[config.mk]
export PLATFORM = sky130hd
export DESIGN_NAME = entry_sequencer
export DESIGN_NICKNAME = d
export VERILOG_FILES = /design/src/rtl/entry_sequencer.sv
export SDC_FILE = /design/constraint.sdc
export NUM_CORES = 1
export LEC_CHECK = 0
export BUFFER_PORTS_ARGS = -buffer_cell sky130_fd_sc_hd__buf_2
export CAP_MARGIN = 40
export CORE_AREA = 2 2 64 66
export CTS_BUF_LIST = sky130_fd_sc_hd__clkbuf_4 sky130_fd_sc_hd__clkbuf_8
export DETAILED_ROUTE_END_ITERATION = 8
export DIE_AREA = 0 0 66 68
export GPL_ROUTABILITY_DRIVEN = 0
export PLACE_DENSITY = 0.74
export SYNTH_ARGS = -nofsm -noshare
export SYNTH_HDL_FRONTEND = slang
export SYNTH_SLANG_ARGS = --single-unit
export TNS_END_PERCENT = 10
[constraint.sdc]
create_clock -name clk -period 1.8 [get_ports clk]
set_clock_uncertainty 0.05 [all_clocks]
set_input_delay 0.54 -clock clk [delete_from_list [all_inputs] [get_ports clk]]
set_output_delay 0.54 -clock clk [all_outputs]
set_load 0.01 [all_outputs]
[src/rtl/entry_sequencer.sv]
// Button-driven sample entry: a count is keyed in first, then each btnc press
// emits one switch sample over a valid/ready handshake to the downstream calculator.
module entry_sequencer #(
  parameter int MAX_N = 12,
  parameter int W     = 8
) (
  input  logic         clk,
  input  logic         reset_n,
  input  logic         btnc,
  input  logic         btnu,
  input  logic [W-1:0] sw,
  output logic         smp_valid,
  output logic [W-1:0] smp_data,
  output logic         smp_first,
  output logic         smp_last,
  input  logic         smp_ready,
  output logic [W-1:0] set_n,
  output logic         abort,
  output logic [7:0]   led
);

  typedef enum logic [1:0] {S_IDLE, S_COLLECT, S_SEND, S_DONE} state_t;

  localparam logic [W-1:0] MaxCount = W'(MAX_N);

  state_t       state_q;
  logic         btnc_prev_q, btnu_prev_q;
  logic         smp_valid_q, smp_first_q, smp_last_q;
  logic [W-1:0] smp_data_q, set_n_q, remaining_q;
  logic         err_q, ovr_q, done_q, abort_q;

  logic press_c, press_u, handshake, count_ok, busy;

  // Previous-sample registers reset to 1 so a button held through reset is not a press.
  assign press_c   = btnc & ~btnc_prev_q;
  assign press_u   = btnu & ~btnu_prev_q;
  assign handshake = smp_valid_q & smp_ready;
  assign count_ok  = (sw != '0) && (sw <= MaxCount);
  assign busy      = (state_q == S_COLLECT) || (state_q == S_SEND);

  always_ff @(posedge clk or negedge reset_n) begin
    if (!reset_n) begin
      state_q     <= S_IDLE;
      btnc_prev_q <= 1'b1;
      btnu_prev_q <= 1'b1;
      smp_valid_q <= 1'b0;
      smp_data_q  <= '0;
      smp_first_q <= 1'b0;
      smp_last_q  <= 1'b0;
      set_n_q     <= '0;
      remaining_q <= '0;
      err_q       <= 1'b0;
      ovr_q       <= 1'b0;
      done_q      <= 1'b0;
      abort_q     <= 1'b0;
    end else begin
      btnc_prev_q <= btnc;
      btnu_prev_q <= btnu;
      abort_q     <= 1'b0;
      if (press_u) begin
        // Abort wins over any coincident press or handshake.
        state_q     <= S_IDLE;
        smp_valid_q <= 1'b0;
        remaining_q <= '0;
        done_q      <= 1'b0;
        abort_q     <= 1'b1;
      end else begin
        unique case (state_q)
          S_IDLE, S_DONE: begin
            if (press_c) begin
              if (count_ok) begin
                set_n_q     <= sw;
                remaining_q <= sw;
                err_q       <= 1'b0;
                done_q      <= 1'b0;
                ovr_q       <= 1'b0;
                state_q     <= S_COLLECT;
              end else begin
                err_q <= 1'b1;
              end
            end
          end
          S_COLLECT: begin
            if (press_c) begin
              smp_valid_q <= 1'b1;
              smp_data_q  <= sw;
              smp_first_q <= (remaining_q == set_n_q);
              smp_last_q  <= (remaining_q == W'(1));
              state_q     <= S_SEND;
            end
          end
          S_SEND: begin
            if (press_c) ovr_q <= 1'b1;
            if (handshake) begin
              smp_valid_q <= 1'b0;
              remaining_q <= remaining_q - W'(1);
              if (smp_last_q) begin
                state_q <= S_DONE;
                done_q  <= 1'b1;
              end else begin
                state_q <= S_COLLECT;
              end
            end
          end
          default: state_q <= S_IDLE;
        endcase
      end
    end
  end

  assign smp_valid = smp_valid_q;
  assign smp_data  = smp_data_q;
  assign smp_first = smp_first_q;
  assign smp_last  = smp_last_q;
  assign set_n     = set_n_q;
  assign abort     = abort_q;
  assign led       = {err_q, ovr_q, done_q, busy, remaining_q[3:0]};

endmodule

==> impl_results.rst, run 1 <==
.. list-table::
   :header-rows: 1

   * - Metric
     - Value
   * - Outcome
     - complete, but fails checks
   * - Violated checks
     - setup timing
   * - Number of antenna violations at the first check in global routing
     - 0
   * - Net Sw Power
     - 1470 uW
   * - Critical path data required time
     - 1920 ps
   * - Vias/cell
     - 5.52
   * - Type of the setup path with the least slack
     - input pin to flop
   * - First-pass GRT wire length
     - 7.65 mm
   * - Layout Utilization
     - 65.7%
   * - Chip Width
     - 66 um
   * - GR Overflow Total
     - 0
   * - Leak pwr
     - 0.00121 uW
   * - Detailed Route Iter0 Violations
     - 100
   * - PnR worst setup slack
     - -160 ps
   * - Pin count of the biggest net entering global routing
     - 36
   * - Per-cell routed wire length
     - 15.8 um
   * - Upper clock frequency limit
     - 510 MHz
   * - Filler cell count
     - 326
   * - Root Buffer
     - sky130_fd_sc_hd__clkbuf_8
   * - Fraction of synthesis flops using an asynchronous set or reset pin
     - 100%
   * - Number of vias in the routed layout
     - 1651
   * - Highest fanout seen on the critical path
     - 6
   * - Total clock buffers created by CTS
     - 5
   * - Final worst path period need
     - 1960 ps
   * - Antenna violation net count after detailed routing
     - 0
   * - Worst ir drop on vdd
     - 732 uV
   * - PortBufs
     - 40
   * - Total die area
     - 4490 um2
   * - Share of the yosys chip area belonging to registers
     - 47.5%
   * - Detailed Place HPWL
     - 3.33 mm
   * - Portion of total power attributed to sequential cells
     - 31.0%
   * - Depth of the CTS H-tree
     - 2
   * - Pwr Density
     - 1500 nW/um2
   * - Crit path capture type
     - flop
   * - Number of setup violations in the final report
     - 22
   * - Warning count from the yosys run
     - 0
   * - Core Rows
     - 23
   * - Count of mapped cells out of synthesis
     - 173
   * - Max Buffers Root-to-Sink
     - 2
   * - Startpoint types
     - input pin
   * - Num Clock Sinks
     - 35
   * - Worst relative slew slack
     - 68.3%
   * - Clock insertion delay at the later pin of the skew report
     - 290 ps
   * - Top_reg_cell synth
     - sky130_fd_sc_hd__dfrtp_1
   * - Number of storage elements in the synthesis netlist
     - 35
   * - Final hold vios
     - 0
   * - Share of cells above drive strength 1
     - 47.4%
   * - P&R area growth vs syn
     - 37.0%
   * - Total GRT Usage
     - 22.7%
   * - Library cells used by synthesis
     - 48
   * - Core region area
     - 3860 um2
   * - Net switching share of the total power
     - 38.8%
   * - Post-synth net total
     - 191
   * - Number of global-route vias before repair
     - 1650
   * - Count of TritonRoute iterations in the first routing pass
     - 4
   * - Floorplan die height
     - 68 um
   * - Pint
     - 2320 uW
   * - Post-layout nets
     - 266
   * - Tot Pwr
     - 3790 uW
   * - Transition at the pin with the smallest max-transition slack
     - 471 ps
   * - Number of buffers added to fix hold violations after cts
     - 0
   * - Total I/O pin count
     - 41
   * - TritonCTS clock tree
     - built
   * - Signal arrival time at the worst endpoint
     - 2080 ps
   * - Netlist area before placement
     - 1850 um2
   * - Clock share of power
     - 15.2%
   * - Starting density of the core
     - 48.0%
   * - Final antenna diode count
     - 0
   * - Share of total power in combinational logic
     - 53.9%
   * - Unrepaired setup endpoints after global routing
     - true
   * - Aggregate routed wire length
     - 4.72 mm
   * - Clock-pin slew on the worst setup and hold paths
     - 70 ps
   * - Number of enable-type register cells in the synthesized netlist
     - 0
   * - Min-Delay Path Class
     - input pin to async pin
   * - Share of the clock period used by the worst path after layout
     - 109%
   * - Final Slew Violations
     - 0
   * - Detailed-route DRC error count
     - 0
   * - Maximum Capacitance Violations
     - 0
   * - Placed cell count
     - 290
   * - Post-route insts no fill
     - 299
   * - Mean area per synthesized cell
     - 10.7 um2
synth_stat cells, types with 4 or more instances:
cell type / count / area, um2
sky130_fd_sc_hd__o21ai_1: 4 / 20.0
sky130_fd_sc_hd__a21oi_1: 8 / 40.0
sky130_fd_sc_hd__nand3_1: 8 / 40.0
sky130_fd_sc_hd__a31oi_1: 4 / 25.0
sky130_fd_sc_hd__nor3_1: 4 / 20.0
sky130_fd_sc_hd__or4_1: 4 / 30.0
sky130_fd_sc_hd__nand2b_1: 4 / 25.0
sky130_fd_sc_hd__nor2b_1: 6 / 37.5
sky130_fd_sc_hd__mux2_1: 4 / 45.0
sky130_fd_sc_hd__nand2_1: 8 / 30.0
sky130_fd_sc_hd__buf_4: 8 / 60.1
sky130_fd_sc_hd__xnor2_1: 8 / 70.1
sky130_fd_sc_hd__mux2_2: 8 / 90.1
sky130_fd_sc_hd__ha_1: 5 / 62.6
sky130_fd_sc_hd__dfrtp_1: 33 / 826
sky130_fd_sc_hd__inv_1: 10 / 37.5
sky130_fd_sc_hd__clkbuf_1: 6 / 22.5
kinds of logic after synthesis:
logic type | Yosys count | synth area share [%]
AND/OR/NAND/NOR | 45 | 13.8
flip-flops | 35 | 47.5
buffers and inverters | 25 | 6.70
AO/OA/AOI/OAI | 42 | 17.0
XOR/XNOR | 8 | 3.79
multiplexers | 13 | 7.85
adder cells (fa/ha/maj) | 5 | 3.38
state kept, by name, summed over array words and instances, names as in the netlist:
register	cells
abort	1
btnc_prev_q	1
btnu_prev_q	1
done_q	1
err_q	1
ovr_q	1
remaining_q	8
set_n	8
smp_data	8
smp_first	1
smp_last	1
smp_valid	1
state_q	2
per-layer routing:
metal | part of all wire (%) | global-route usage, % | wire (um)
met4 | 1.1 | 8.93 | 54
met5 | 0 | 0 | 0
met1 | 44 | 28.8 | 2060
met2 | 50 | 38.6 | 2360
met3 | 5.1 | 4.11 | 241
final cells by class:
| cell class | count | area [um2] | area share [%] |
|---|---|---|---|
| Tap cell | 50 | 62.6 | 2.47 |
| Clock inverter | 2 | 12.5 | 0.494 |
| Inverter | 10 | 37.5 | 1.48 |
| Sequential cell | 35 | 878 | 34.7 |
| Multi-Input combinational cell | 113 | 911 | 36.0 |
| Timing Repair Buffer | 83 | 556 | 21.9 |
| Clock buffer | 6 | 76.3 | 3.01 |
per-stage QoR:
stage | hold WS (ps) | setup slack, ps | setup TNS, ps | area (um2)
2_1_floorplan | 194 | -433 | -5770 | 1850
3_3_place_gp | 418 | -548 | -9150 | 2360
3_5_place_dp | 436 | -567 | -9350 | 2360
4_1_cts | 240 | -172 | -2070 | 2500
5_1_grt | 270 | -183 | -3050 | 2530
6_report | 228 | -160 | -2230 | 2530
critical path, stage by stage:
cell and delay, ps:
sky130_fd_sc_hd__buf_6 90, sky130_fd_sc_hd__or4_4 550, sky130_fd_sc_hd__or3_4 360, sky130_fd_sc_hd__nor2_4 210, sky130_fd_sc_hd__mux2_4 330
power groups by stage:
stage | clock (uW) | sequential, uW | combinational, uW
2_1_floorplan | 0 | 1240 | 1020
3_5_place_dp | 0 | 1180 | 1890
5_1_grt | 619 | 1200 | 2240
4_1_cts | 589 | 1170 | 2000
6_report | 575 | 1170 | 2040
3_3_place_gp | 0 | 1170 | 1860
worst paths after layout:
| kind | cells after the start | slack [ps] | end | startpoint |
|---|---|---|---|---|
| max | 5 | -160 | set_n[2]$_DFFE_PN0P_ | sw[6] |
| min | 2 | 230 | state_q[0]$_DFFE_PN0P_ | reset_n |
| max reg2reg | 6 | 10 | remaining_q[4]$_DFFE_PN0P_ | remaining_q[0]$_DFFE_PN0P_ |
| min reg2reg | 2 | 450 | smp_first$_DFFE_PN0P_ | smp_first$_DFFE_PN0P_ |
| max in group asynchronous | 2 | 1120 | btnu_prev_q$_DFF_PN1_ | reset_n |
| min in group clk | 1 | 310 | btnu_prev_q$_DFF_PN1_ | btnu |
placed cells by master (no fill, tap or decap), types with 3 or more instances in the layout:
master                     instances
sky130_fd_sc_hd__o21ai_0           3
sky130_fd_sc_hd__mux2_4            4
sky130_fd_sc_hd__inv_1             8
sky130_fd_sc_hd__or4_1             4
sky130_fd_sc_hd__nand2_1           8
sky130_fd_sc_hd__nand2b_1          4
sky130_fd_sc_hd__o21ai_1           3
sky130_fd_sc_hd__buf_4            40
sky130_fd_sc_hd__ha_1              4
sky130_fd_sc_hd__nor3_1            4
sky130_fd_sc_hd__buf_2            38
sky130_fd_sc_hd__a31oi_1           4
sky130_fd_sc_hd__buf_6             4
sky130_fd_sc_hd__clkbuf_8          5
sky130_fd_sc_hd__dfrtp_1          33
sky130_fd_sc_hd__mux2_2            8
sky130_fd_sc_hd__a21oi_1           8
sky130_fd_sc_hd__xnor2_1           8
sky130_fd_sc_hd__nand3_1           8
sky130_fd_sc_hd__nor2b_1           6
timing repair:
action                     4_1_cts  5_1_grt
buffers inserted                 1        0
pin swaps                        6        1
setup endpoints to repair       22       22
resized for setup               11        6
Power figures use the tool's default switching activity.
==> inputs of run 2 (changes only) <==
- CORE_AREA: 2 2 64 66 -> 4 4 66 68
- DIE_AREA: 0 0 66 68 -> 0 0 70 72
- PLACE_DENSITY: 0.74 -> 0.77
==> run 2 against run 1 <==
The run still ends with setup timing left. Die area rose by 12%. Maximum frequency shrank 0.64%. Sequential share of layout area increased by 0.33 points. Global-route usage is 2.8 points lower. Critical endpoint is now remaining_q[2]$_DFFE_PN0P_.
==> impl_results.rst, run 2 (same netlist as run 1, synthesis figures left out) <==
.. list-table::
   :header-rows: 1

   * - Metric
     - Value
   * - PnR worst setup slack
     - -172 ps
   * - Worst reg2reg path startpoint
     - remaining_q[0]$_DFFE_PN0P_
   * - Transition at the pin with the smallest max-transition slack
     - 542 ps
   * - Timing endpoint of the critical path
     - remaining_q[2]$_DFFE_PN0P_
   * - Unrepaired setup endpoints after global routing
     - true
   * - Detailed Route Iter0 Violations
     - 107
   * - Number of buffers added to fix hold violations after cts
     - 0
   * - DP Area
     - 2300 um2
   * - Highest metal layer used by the detailed router
     - met4
   * - Final antenna diode count
     - 0
   * - Most frequent cells in the layout
     - sky130_fd_sc_hd__buf_2, sky130_fd_sc_hd__buf_4, sky130_fd_sc_hd__dfrtp_1
   * - Worst ir drop on vdd
     - 878 uV
   * - Clock insertion delay at the later pin of the skew report
     - 290 ps
   * - Placed cell count
     - 282
   * - Post-route insts no fill
     - 292
   * - Chip Width
     - 70 um
   * - Total clock buffers created by CTS
     - 5
   * - Core Rows
     - 23
   * - Clock-pin slew on the worst setup and hold paths
     - 70 ps
   * - Share of cells above drive strength 1
     - 45.5%
   * - Detailed-route DRC error count
     - 0
   * - Vias/cell
     - 5.57
   * - Highest fanout seen on the critical path
     - 5
   * - TritonCTS clock tree
     - built
   * - GR Overflow Total
     - 0
   * - Max Buffers Root-to-Sink
     - 2
   * - Root Buffer
     - sky130_fd_sc_hd__clkbuf_8
   * - Signal arrival time at the worst endpoint
     - 2150 ps
   * - Core region area
     - 3860 um2
   * - Pin count of the biggest net entering global routing
     - 22
   * - First-pass GRT wire length
     - 7.89 mm
   * - Start point of the critical path
     - sw[6]
   * - Startpoint types
     - input pin
   * - Worst reg-to-reg setup slack
     - -80 ps
   * - Crit path capture type
     - flop
   * - Depth of the CTS H-tree
     - 2
   * - Count of TritonRoute iterations in the first routing pass
     - 4
   * - Number of setup violations in the final report
     - 19
   * - Type of the setup path with the least slack
     - input pin to flop
   * - Worst relative slew slack
     - 63.6%
   * - Starting density of the core
     - 48.0%
   * - Floorplan die height
     - 72 um
   * - Per-cell routed wire length
     - 16.0 um
   * - Routed metal-1 wire length
     - 2.01 mm
   * - PortBufs
     - 40
   * - P&R area growth vs syn
     - 35.7%
   * - Maximum Capacitance Violations
     - 0
   * - Depth of the most critical reg-to-reg path
     - 6
   * - Number of antenna violations at the first check in global routing
     - 0
   * - Pwr Density
     - 1500 nW/um2
   * - Sum of met2 wire segment lengths after detailed routing
     - 2.28 mm
   * - Most common cell after layout, fill and taps aside
     - sky130_fd_sc_hd__buf_2
   * - Met3 Routed Length
     - 322 um
   * - Leak pwr
     - 0.00119 uW
   * - Post-layout nets
     - 259
   * - Total GRT Usage
     - 19.9%
   * - Final Slew Violations
     - 0
   * - Number of global-route vias before repair
     - 1606
   * - Min-Delay Path Class
     - input pin to async pin
   * - Share of the clock period used by the worst path after layout
     - 110%
   * - Critical path data required time
     - 1980 ps
   * - Final worst path period need
     - 1970 ps
   * - Reg-to-reg critical path endpoint
     - remaining_q[2]$_DFFE_PN0P_
   * - Upper clock frequency limit
     - 507 MHz
   * - Violated checks
     - setup timing
   * - Aggregate routed wire length
     - 4.69 mm
   * - Cell area after layout
     - 2510 um2
   * - Number of vias in the routed layout
     - 1625
   * - Num Clock Sinks
     - 35
   * - Total I/O pin count
     - 41
   * - Detailed Place HPWL
     - 3.50 mm
   * - Outcome
     - complete, but fails checks
   * - Antenna violation net count after detailed routing
     - 0
   * - Total die area
     - 5040 um2
   * - Final hold vios
     - 0
[run 2: cell count changes in the layout (fill, tap and decap cells not counted), moves of 2 or more]
cell / delta
sky130_fd_sc_hd__mux2_4: -4
sky130_fd_sc_hd__buf_4: -6
sky130_fd_sc_hd__clkbuf_8: +2
sky130_fd_sc_hd__mux2_1: +4
[run 2: repair_timing]
item,4_1_cts,5_1_grt
pin swaps,8,3
endpoints found under the setup margin,21,22
resized for setup,11,5
setup buffers,2,0
[run 2: worst max-delay path, stage by stage]
cell and delay [ps]:
sky130_fd_sc_hd__buf_6 90, sky130_fd_sc_hd__or4_4 560, sky130_fd_sc_hd__o41a_4 410, sky130_fd_sc_hd__buf_4 160, sky130_fd_sc_hd__o32ai_2 220, sky130_fd_sc_hd__a311o_1 160
[run 2: worst min-delay path by stage]
stage,cells past startpoint,endpoint
3_3_place_gp,2,smp_first$_DFFE_PN0P_
4_1_cts,1,abort$_DFF_PN0_
6_report,1,abort$_DFF_PN0_
5_1_grt,1,abort$_DFF_PN0_
3_5_place_dp,2,smp_first$_DFFE_PN0P_
2_1_floorplan,0,abort$_DFF_PN0_
[run 2: cell type report]
cell class	instances	area, um2
fill	309	1350
inverter	10	37.5
timing repair buffer	76	499
sequential	35	878
tap	50	62.6
clock buffer	8	104
multi-input combinational	113	928
[run 2: through the flow]
stage | util, % | setup TNS, ps | total power, uW | setup slack (ps) | hold slack [ps]
after global routing | 65.1 | -2810 | 4040 | -217 | 129
final | 65.1 | -1940 | 3770 | -172 | 108
after floorplan | - | -5770 | 2260 | -433 | 194
after global placement | 59.6 | -9070 | 2930 | -545 | 413
after detailed placement | 59.6 | -9770 | 2970 | -619 | 415
after CTS | 64.6 | -2060 | 3740 | -187 | 115
[run 2: where the power goes]
group	internal [uW]	total [uW]	switching, uW
Sequential	1020	1160	142
Combinational	941	1970	1030
Clock	364	640	276
[run 2: layer usage]
layer,up-vias,GRT usage (%)
met5,-,0
met4,0,7.02
met3,9,6.37
met2,67,33.2
met1,786,24.4
li1,763,-
==> inputs of run 3 (changes only) <==
- ABC_AREA: unset -> 1
- CORE_AREA: 4 4 66 68 -> 4 4 61 77
- DIE_AREA: 0 0 70 72 -> 0 0 65 81
- PLACE_DENSITY: 0.77 -> 0.76
==> run 3 against run 2 <==
The run now ends clean. Non-clock buffer count shrank 32. Clock power grew 0.6%. Critical path depth shrank 3. Synthesized cell count grew 39%. Area after synthesis grew 4.2%. Sequential power grew 15%. Register-to-register slack gained 200 ps. Combinational power grew 4%. Power grew 6.5%. Design area shrank 8.7%. Critical endpoint is now led[4]. Largest power group unchanged. Highest routed layer unchanged.
==> impl_results.rst, run 3 <==
.. list-table::
   :header-rows: 1

   * - Metric
     - Value
   * - Top_reg_cell synth
     - sky130_fd_sc_hd__dfrtp_1
   * - Clock-pin slew on the worst setup and hold paths
     - 70 ps
   * - Worst reg-to-reg setup slack
     - 120 ps
   * - GR Overflow Total
     - 0
   * - Library cells used by synthesis
     - 30
   * - Pwr Density
     - 1750 nW/um2
   * - Share of the clock period used by the worst path after layout
     - 97.5%
   * - Routed metal-1 wire length
     - 1.78 mm
   * - Met3 Routed Length
     - 175 um
   * - Compound-cell area share of the yosys netlist
     - 9.87%
   * - Maximum Capacitance Violations
     - 0
   * - PnR worst setup slack
     - 45.4 ps
   * - Share of the synthesized area in the top cell type
     - 42.9%
   * - Final hold vios
     - 0
   * - Most frequent cells in the layout
     - sky130_fd_sc_hd__nand2_1, sky130_fd_sc_hd__buf_2, sky130_fd_sc_hd__dfrtp_1
   * - P&R area growth vs syn
     - 18.9%
   * - Type of the setup path with the least slack
     - flop to output port
   * - Num Clock Sinks
     - 35
   * - Min-Delay Path Class
     - input pin to async pin
   * - Depth of the CTS H-tree
     - 2
   * - Worst relative slew slack
     - 74.9%
   * - Detailed-route DRC error count
     - 0
   * - Floorplan die height
     - 81 um
   * - Warning count from the yosys run
     - 0
   * - Library cell occupying the most area in the post-synthesis netlist
     - sky130_fd_sc_hd__dfrtp_1
   * - Worst ir drop on vdd
     - 1090 uV
   * - TritonCTS clock tree
     - built
   * - Max Buffers Root-to-Sink
     - 2
   * - Detailed Route Iter0 Violations
     - 56
   * - Chip Width
     - 65 um
   * - Final antenna diode count
     - 0
   * - Number of global-route vias before repair
     - 1636
   * - Worst reg2reg path startpoint
     - state_q[1]$_DFFE_PN0P_
   * - Setup Total Neg Slack
     - 0 ps
   * - Startpoint types
     - flop
   * - Worst setup slack before clock tree synthesis
     - 61.2 ps
   * - Fraction of synthesis flops using an asynchronous set or reset pin
     - 100%
   * - Arithmetic-cell share of the synthesized area counting full adders, half adders and majority gates
     - 3.25%
   * - Antenna violation net count after detailed routing
     - 0
   * - Detailed Place HPWL
     - 3.34 mm
   * - Depth of the most critical reg-to-reg path
     - 11
   * - Starting density of the core
     - 48.2%
   * - Leading post-synthesis cells by cell area
     - sky130_fd_sc_hd__dfrtp_1, sky130_fd_sc_hd__nand2_1, sky130_fd_sc_hd__inv_1
   * - Total GRT Usage
     - 18.8%
   * - Total die area
     - 5270 um2
   * - Outcome
     - finished clean
   * - Upper clock frequency limit
     - 570 MHz
   * - Count of TritonRoute iterations in the first routing pass
     - 4
   * - Final worst path period need
     - 1750 ps
   * - Signal arrival time at the worst endpoint
     - 1160 ps
   * - Pin count of the biggest net entering global routing
     - 21
   * - Timing endpoint of the critical path
     - led[4]
   * - Dominant combinational cell family by area after synthesis
     - simple AND/OR/NAND/NOR gates
   * - Share of the yosys chip area belonging to registers
     - 45.6%
   * - Core region area
     - 4000 um2
   * - Critical path data required time
     - 1210 ps
   * - Number of antenna violations at the first check in global routing
     - 0
   * - Count of mapped cells out of synthesis
     - 240
   * - Aggregate routed wire length
     - 4.34 mm
   * - Root Buffer
     - sky130_fd_sc_hd__clkbuf_8
   * - Number of setup violations in the final report
     - 0
   * - Post-layout nets
     - 300
   * - Number of buffers added to fix hold violations after cts
     - 0
   * - Number of enable-type register cells in the synthesized netlist
     - 0
   * - Core Rows
     - 26
   * - Leak pwr
     - 0.00125 uW
   * - Most common cell after layout, fill and taps aside
     - sky130_fd_sc_hd__nand2_1
   * - Mux cell area share after synthesis
     - 0%
   * - Total clock buffers created by CTS
     - 5
   * - Netlist area before placement
     - 1930 um2
   * - PortBufs
     - 40
   * - Total I/O pin count
     - 41
   * - Synth Area in XOR/XNOR
     - 3.64%
   * - First-pass GRT wire length
     - 7.57 mm
   * - Simple-gate area share of the yosys netlist
     - 25.9%
   * - Reg-to-reg critical path endpoint
     - remaining_q[7]$_DFFE_PN0P_
   * - Unrepaired setup endpoints after global routing
     - false
   * - Per-cell routed wire length
     - 12.8 um
   * - Start point of the critical path
     - state_q[1]$_DFFE_PN0P_
   * - Post-synth net total
     - 258
   * - Mean area per synthesized cell
     - 8.03 um2
   * - Share of cells above drive strength 1
     - 27.6%
   * - Number of vias in the routed layout
     - 1641
   * - Vias/cell
     - 4.84
   * - Number of storage elements in the synthesis netlist
     - 35
   * - Final Slew Violations
     - 0
   * - Commonest cells in the synthesized netlist
     - sky130_fd_sc_hd__nand2_1, sky130_fd_sc_hd__dfrtp_1, sky130_fd_sc_hd__inv_1
   * - Highest fanout seen on the critical path
     - 4
   * - Clock insertion delay at the later pin of the skew report
     - 290 ps
   * - Highest metal layer used by the detailed router
     - met4
   * - Crit path capture type
     - output port
   * - Transition at the pin with the smallest max-transition slack
     - 376 ps
   * - Sum of met2 wire segment lengths after detailed routing
     - 2.26 mm
   * - Most frequent cell after synthesis
     - sky130_fd_sc_hd__nand2_1
[run 3: how the worst min path moves through the flow]
stage	start	slack, ps	cells after the start	to
CTS	reset_n	110	1	smp_data[1]$_DFFE_PN0P_
global placement	reset_n	420	1	smp_data[1]$_DFFE_PN0P_
detailed placement	smp_first$_DFFE_PN0P_	420	2	smp_first$_DFFE_PN0P_
finish	reset_n	100	1	smp_data[1]$_DFFE_PN0P_
floorplan	reset_n	190	0	abort$_DFF_PN0_
global route	reset_n	120	1	smp_data[1]$_DFFE_PN0P_
[run 3: critical path, cell delays in order (launching register included)]
cell	delay, ps
sky130_fd_sc_hd__dfrtp_1	420
sky130_fd_sc_hd__ha_4	300
sky130_fd_sc_hd__inv_2	40
sky130_fd_sc_hd__buf_6	110
[run 3: cell type report]
cell class	instances	area, um2
clock buffers	8	104
fillers	402	1710
inverters	40	155
multi-input cells	156	835
flip-flops and latches	35	878
well taps	56	70.1
repair buffers	44	249
[run 3: repair_timing]
item,4_1_cts,5_1_grt
hold endpoints to repair,0,0
buffers inserted,2,0
pin swaps,0,1
gates cloned,0,0
resized for setup,2,1
setup endpoints to repair,1,1
[run 3: logic make-up after synthesis]
kind of cell / count (synthesis)
AO/OA/AOI/OAI: 35
XOR/XNOR: 8
adder cells (fa/ha/maj): 5
buffers and inverters: 49
flip-flops: 35
AND/OR/NAND/NOR: 108
[run 3: routing by layer]
layer  vias to the layer above  global-route usage (%)
li1                        827                       -
met1                       768                    22.1
met2                        36                    32.5
met3                        10                    3.87
met4                         0                    8.88
met5                         -                       0
[run 3: metrics by stage]
stage | instance area [um2] | cells | power (uW) | hold WS [ps] | util, %
2_1_floorplan | 1930 | 240 | 2780 | 194 | -
3_3_place_gp | 2150 | 329 | 3180 | 416 | 53.8
3_5_place_dp | 2150 | 329 | 3250 | 417 | 53.8
4_1_cts | 2280 | 339 | 4010 | 114 | 57.1
5_1_grt | 2290 | 339 | 4390 | 124 | 57.3
6_report | 2290 | 339 | 4020 | 103 | 57.3
[run 3: power by group]
group	internal [uW]	leakage (uW)	switching, uW
registers	1080	0.000432	250
clock network	364	0.0000549	280
logic	818	0.000765	1220
total	2260	0.00125	1750
